--- src/rtl/i2s_tx.sv ---
// i2s_tx: stereo I2S serializer timed by an external mclk enable and a frame-rate pulse.
// A frame is 64 bit-clocks; each 32-bit half carries one sample MSB-first after a one-slot delay.
module i2s_tx #(
  parameter int WIDTH = 16
) (
  input  logic                    clk,
  input  logic                    reset,
  input  logic                    mclk_ena,
  input  logic                    rate,
  input  logic signed [WIDTH-1:0] in_l,
  input  logic signed [WIDTH-1:0] in_r,
  input  logic                    in_valid,
  output logic                    in_ready,
  output logic                    sclk,
  output logic                    lrclk,
  output logic                    sdout,
  output logic                    frame,
  output logic                    underrun
);

  logic [7:0]              fcnt_q, fcnt_d;
  logic [63:0]             sr_q, sr_d;
  logic signed [WIDTH-1:0] hold_l_q, hold_l_d, hold_r_q, hold_r_d;
  logic signed [WIDTH-1:0] last_l_q, last_l_d, last_r_q, last_r_d;
  logic signed [WIDTH-1:0] load_l, load_r;
  logic                    hold_full_q, hold_full_d;
  logic                    frame_q, frame_d;
  logic                    underrun_q, underrun_d;
  logic                    frame_start, accept;

  // One 32-bit I2S half-word: delay slot, sample MSB-first, zero padding.
  function automatic logic [31:0] pack_word(input logic signed [WIDTH-1:0] s);
    logic [31:0] w;
    w = '0;
    w[30 -: WIDTH] = s;
    return w;
  endfunction

  assign frame_start = rate | (mclk_ena & (fcnt_q == 8'd255));
  assign in_ready    = ~hold_full_q & ~reset;
  assign accept      = in_valid & in_ready;

  always_comb begin
    fcnt_d      = fcnt_q;
    sr_d        = sr_q;
    hold_l_d    = hold_l_q;
    hold_r_d    = hold_r_q;
    hold_full_d = hold_full_q;
    last_l_d    = last_l_q;
    last_r_d    = last_r_q;
    load_l      = last_l_q;
    load_r      = last_r_q;
    frame_d     = frame_start;
    underrun_d  = 1'b0;
    if (frame_start) begin
      fcnt_d = 8'd0;
      if (hold_full_q) begin
        load_l      = hold_l_q;
        load_r      = hold_r_q;
        hold_full_d = 1'b0;
      end else if (accept) begin
        // Sample arriving exactly at frame start bypasses the hold register.
        load_l = in_l;
        load_r = in_r;
      end else begin
        underrun_d = 1'b1;
      end
      sr_d     = {pack_word(load_l), pack_word(load_r)};
      last_l_d = load_l;
      last_r_d = load_r;
    end else begin
      if (mclk_ena) begin
        fcnt_d = fcnt_q + 8'd1;
        // Shift on the sclk falling edge so sdout is stable around the rising edge.
        if (fcnt_q[1:0] == 2'd3) sr_d = {sr_q[62:0], 1'b0};
      end
      if (accept) begin
        hold_l_d    = in_l;
        hold_r_d    = in_r;
        hold_full_d = 1'b1;
      end
    end
  end

  always_ff @(posedge clk) begin
    if (reset) begin
      fcnt_q      <= '0;
      sr_q        <= '0;
      hold_full_q <= 1'b0;
      last_l_q    <= '0;
      last_r_q    <= '0;
      frame_q     <= 1'b0;
      underrun_q  <= 1'b0;
    end else begin
      fcnt_q      <= fcnt_d;
      sr_q        <= sr_d;
      hold_full_q <= hold_full_d;
      last_l_q    <= last_l_d;
      last_r_q    <= last_r_d;
      frame_q     <= frame_d;
      underrun_q  <= underrun_d;
    end
  end

  // Hold data is qualified by hold_full, so it needs no reset.
  always_ff @(posedge clk) begin
    hold_l_q <= hold_l_d;
    hold_r_q <= hold_r_d;
  end

  assign sclk     = fcnt_q[1];
  assign lrclk    = fcnt_q[7];
  assign sdout    = sr_q[63];
  assign frame    = frame_q;
  assign underrun = underrun_q;

endmodule

--- config.mk ---
export PLATFORM = sky130hd
export DESIGN_NAME = i2s_tx
export DESIGN_NICKNAME = d
export VERILOG_FILES = /design/src/rtl/i2s_tx.sv
export SDC_FILE = /design/constraint.sdc
export NUM_CORES = 1
export LEC_CHECK = 0
export ABC_AREA = 0
export ABC_CLOCK_PERIOD_IN_PS = 3200
export CORE_MARGIN = 3
export CORE_UTILIZATION = 25
export CTS_CLUSTER_SIZE = 14
export DETAILED_ROUTE_END_ITERATION = 6
export PLACE_DENSITY_LB_ADDON = 0.1
export REMOVE_ABC_BUFFERS = 1
export SYNTH_ARGS = -nofsm -noshare
export SYNTH_HDL_FRONTEND = slang
export SYNTH_SLANG_ARGS = --single-unit
--- constraint.sdc ---
create_clock -name clk -period 3.2 [get_ports clk]
set_input_delay 0.96 -clock clk [delete_from_list [all_inputs] [get_ports clk]]
set_output_delay 0.96 -clock clk [all_outputs]
set_load 0.01 [all_outputs]
Word level (Yosys, flattened, before mapping)
Cells that the tools add are included.
- bitwise logic cells: 7
- $add $sub $neg: 1
- equal/unequal tests: 2
- multiplexer cells: 8
- reductions and logical operators: 7
- operator list (kind ; count):
    63-bit two-way mux ; 3
    16-bit two-way mux ; 4
    8-bit by 1-bit adder with 8-bit output, second input constant ; 1
    8-bit == test, second input constant ; 1
    2-bit AND reduction ; 3
    2-bit nonzero test ; 2
    1-bit AND ; 3
    1-bit inverter ; 3
    3-bit OR reduction ; 1
    2-bit == test, second input constant ; 1
    2-bit OR reduction ; 1
    1-bit two-way mux ; 1
    1-bit OR ; 1
- output and inout bits: 6
- bits in registers: 124
- word-level logic and storage cells: 35

Longest topological paths before layout
- depth after elaboration: 6
- mapped depth: 7
- gate-level depth less buffers: 5

Worst setup path before layout
Ideal clock, no wire load.
- path type: input to register
- from: input mclk_ena
- to: register hold_l_q[0] (enable)
- cell stages on the path: 6
- required time: 2.808 ns
- arrival: 2.491 ns
- slack: 0.317 ns
- path through: buf_2 -> nand4_4 -> o21ba_2 -> buf_6 -> buf_2 -> and3_1
- cells in the longest elaborated chain, start to end: 4
- RTL lines (item ; line ; source):
    start: declaration ; 8 ; input logic mclk_ena,
    1-bit AND ; 39 ; assign frame_start = rate | (mclk_ena & (fcnt_q == 8'd255));
    1-bit OR ; 39 ;
    1-bit inverter (no source line) ; n/a ;
    2-bit AND reduction (no source line) ; n/a ;
    end signal: assignment ; 107 ; hold_l_q <= hold_l_d;
    end: declaration ; 23 ; logic signed [WIDTH-1:0] hold_l_q, hold_l_d, hold_r_q, hold_r_d;
Every way passes these cells.
A chain may end at the register's enable or synchronous reset.

Final worst setup path
- from: input reset
- to: output in_ready
- cells in the longest elaborated chain, start to end: 2
- RTL lines (item ; line ; source):
    start: declaration ; 7 ; input logic reset,
    1-bit inverter ; 40 ; assign in_ready = ~hold_full_q & ~reset;
    1-bit AND ; 40 ;
    end: declaration ; 13 ; output logic in_ready,
Every way passes these cells.

==> run summary <==
## Finish
- 23.88% — layout cell share with drive strength beyond 1
- 93 x sky130_fd_sc_hd__nand2_1, 91 x sky130_fd_sc_hd__dfxtp_1, 72 x sky130_fd_sc_hd__a21oi_1 — commonest cells after routing, fill and taps aside
- 582 — final-stage net count
- 837 — Final Instance Count excl. Fillers
- 2273 — number of filler instances in the final layout
- 0 — ant diodes
- sky130_fd_sc_hd__nand2_1 — commonest non-fill, non-tap cell in the layout
- 22.54% — relative area change from synthesis to final layout

## STA
- 0.9389 ns — Worst Tran Pin Value
- 0.4508 ns — Min Hold Slack
- 37.41% — worst-case headroom to the max-slew limit
- 0 — Setup-failing EPs final
- 2.826 ns — minimum period implied by the final worst setup slack
- 0 — final-report max-slew violation count
- 0 ns — setup TNS after final layout
- 0 — Hold Fails Final Rpt
- false — setup repair after global routing missed its margin
- 353.8 MHz — maximum operating frequency
- 0.01271 ns — final clock skew
- 88.33% — crit share post-route

## Placed design
- 42 — Buffers on Ports
- 805 — Inst Count DP
- 0.6921 — final weighted congestion of routability-driven global placement
- 7004 microns — placed wire-length estimate after detailed placement

## Synth
- 33.04% — portion of synthesized cell area occupied by the leading cell type
- 0 — Synth warnings
- 10.84 sq um — post-synthesis area per instance
- sky130_fd_sc_hd__dfxtp_1 — Primary FF master, synth
- 50.28% — sequential fraction of the synthesis area
- 514 — gate count of the mapped netlist
- 32 — number of synthesized flops with an enable pin
- sky130_fd_sc_hd__dfxtp_1 — post-synthesis cell type with the largest combined area
- 0% — post-synthesis async set-or-reset flop share
- 124 — synthesis-stage register bit count
- sky130_fd_sc_hd__dfxtp_1 33%, sky130_fd_sc_hd__edfxtp_1 17%, sky130_fd_sc_hd__mux2_4 6.7%, sky130_fd_sc_hd__o211ai_2 6.7%, sky130_fd_sc_hd__a21oi_1 6.5% — top post-synthesis cells by area
- 5574 sq um — synthesized cell area
- 39 — post-synth cell types

## CTS
- 0 — Post-CTS Setup Repair Bufs
- done — CTS tree
- 124 — clock sinks
- 0.42 ns — insertion delay of the later-clocked pin in the worst-skew pair
- 2 — buffers from clock root to sink, at most
- 4 — CTS H-tree lvls
- sky130_fd_sc_hd__clkbuf_16 — CTS Root Buffer Type
- 0.05 ns — post-CTS clock slew at the launch and capture registers of the worst setup and hold paths
- 0 — post-cts sizing count
- 0 — Post-CTS Hold Buffers
- 17 — cts bufs inserted

## Global route
- 0 — overflow left after global routing
- 11.25% — total routing resource utilization after global routing
- 21090 microns — first-pass GRT wire length
- 0 — antenna violations before repair
- 78 — maximum number of pins on one net before global-route repair
- 3981 — number of global-route vias before repair

## Floorplan
- 43 — Top Ports
- 21890 sq um — core box area
- 54 — standard-cell rows
- 155.3 microns — Die W
- 155.3 microns — height of the die
- 25.46% — Initial Util
- 24120 sq um — die footprint

## Power
- 2.448 nW — P_leak
- 0.2957 mV — Worst VDD drop
- 591.7 nW/um^2 — power density over cell area

## Critical path
- 0.57 ns — delay of the slowest critical-path stage
- buffers and inverters — top cell family by delay on the critical path
- 1.87 ns — data arrival at the endpoint of the critical path
- input port to primary output — path type of the worst setup path
- 2 — worst path bufs/invs
- sky130_fd_sc_hd__clkdlybuf4s50_1 — CP max stage cell
- buf_2 -> nor2_1 -> clkdlybuf4s50_1 — chain of cells forming the critical path
- primary output — kind of end point of the critical path
- reset — crit path launch
- 2.24 ns — critical path required time
- fcnt_q[0] — worst r2r src
- 2 — critical path peak fanout
- input port — critical path startpoint category

## Run
- 0 — Max Cap Viol

## Min path
- last_l_q[13] — startpoint of the worst hold path
- flop to flop — worst min path class

## Drt
- 131 — initial DRC count
- 0 — number of routed nets with antenna violations
- 0 — count of unresolved DRC violations after routing
- 4 — detailed-routing iteration count for the pre-antenna-repair pass
- 4.462 — average vias per placed instance
- 12920 microns — sum of routed wire length over all layers
- 15.44 microns — wire length per cell after detailed routing
- 3735 — total number of vias

## Run status
- complete, no violations — outcome

[layout make-up]
cell class                 count  area (sq um)  area share [%]
clock buffer                  24         471.7           6.906
timing repair buffer          52         565.5           8.280
sequential                   124          2804           41.05
inverter                       8         30.03          0.4396
multi-input combinational    341          2470           36.16
clock inverter                 8         138.9           2.033
tap                          280         350.3           5.129
[flip-flops by register name, indices dropped and copies added, names as in the netlist]
register	cells
sr_q	49
hold_l_q	16
hold_r_q	16
last_l_q	16
last_r_q	16
fcnt_q	8
frame	1
hold_full_q	1
underrun	1
[synth_stat cells, types with 7 or more instances]
master and instances:
sky130_fd_sc_hd__clkbuf_1 13, sky130_fd_sc_hd__nand2b_1 25, sky130_fd_sc_hd__buf_4 8, sky130_fd_sc_hd__nand2_1 93, sky130_fd_sc_hd__nand3b_1 7, sky130_fd_sc_hd__edfxtp_1 32
sky130_fd_sc_hd__buf_2 10, sky130_fd_sc_hd__a21oi_1 72, sky130_fd_sc_hd__inv_1 8, sky130_fd_sc_hd__o211ai_2 30, sky130_fd_sc_hd__dfxtp_1 92, sky130_fd_sc_hd__mux2_2 30
sky130_fd_sc_hd__mux2_4 25, sky130_fd_sc_hd__buf_6 7, sky130_fd_sc_hd__nor2_1 9, sky130_fd_sc_hd__mux2i_1 7
[layer usage]
layer	vias up	GRT usage (%)	part of all wire, %
li1	1868	-	-
met1	1808	14.57	49
met2	50	18.10	47
met3	9	3.171	3.4
met4	0	3.710	1.0
met5	-	0	0
[tightest hold or removal path: cells and delay by family (launching register included)]
family / cells / cell delay [ns]
compound gates: 1 / 0.05
simple gates: 1 / 0.05
flops: 1 / 0.30
[power by group]
group	internal, mW	leakage (nW)	switching [mW]
Sequential	1.67	1.04	0.0258
Combinational	0.166	1.11	0.165
Clock	1.34	0.300	0.674
[stage by stage]
step	utilization, %	area [sq um]	power, mW	setup slack, ns
floorplan	-	5298	1.919	0.1065
global placement	28.41	6220	2.061	0.3642
detailed placement	28.41	6220	2.070	0.3644
CTS	31.20	6830	4.123	0.3644
global route	31.20	6830	4.210	0.3254
finish	31.20	6830	4.041	0.3735
[path summary, 6_finish.rpt]
| kind | end | slack (ns) | depth (start not counted) |
|---|---|---|---|
| setup / recovery | in_ready | 0.37 | 3 |
| hold / removal | last_l_q[13] | 0.45 | 2 |
| setup reg to reg | hold_r_q[10] | 1.42 | 5 |
| hold reg to reg | last_l_q[13] | 0.45 | 2 |
[kinds of logic after synthesis]
group / after synthesis / share of synthesized area (%)
multiplexers: 64 / 14.46
XOR/XNOR: 5 / 0.7858
buffers and inverters: 49 / 5.500
flip-flops: 124 / 50.28
AND/OR/NAND/NOR: 151 / 12.93
AO/OA/AOI/OAI: 120 / 15.82
adder cells (fa/ha/maj): 1 / 0.2244
No activity file was read; power rests on OpenSTA's default activity.
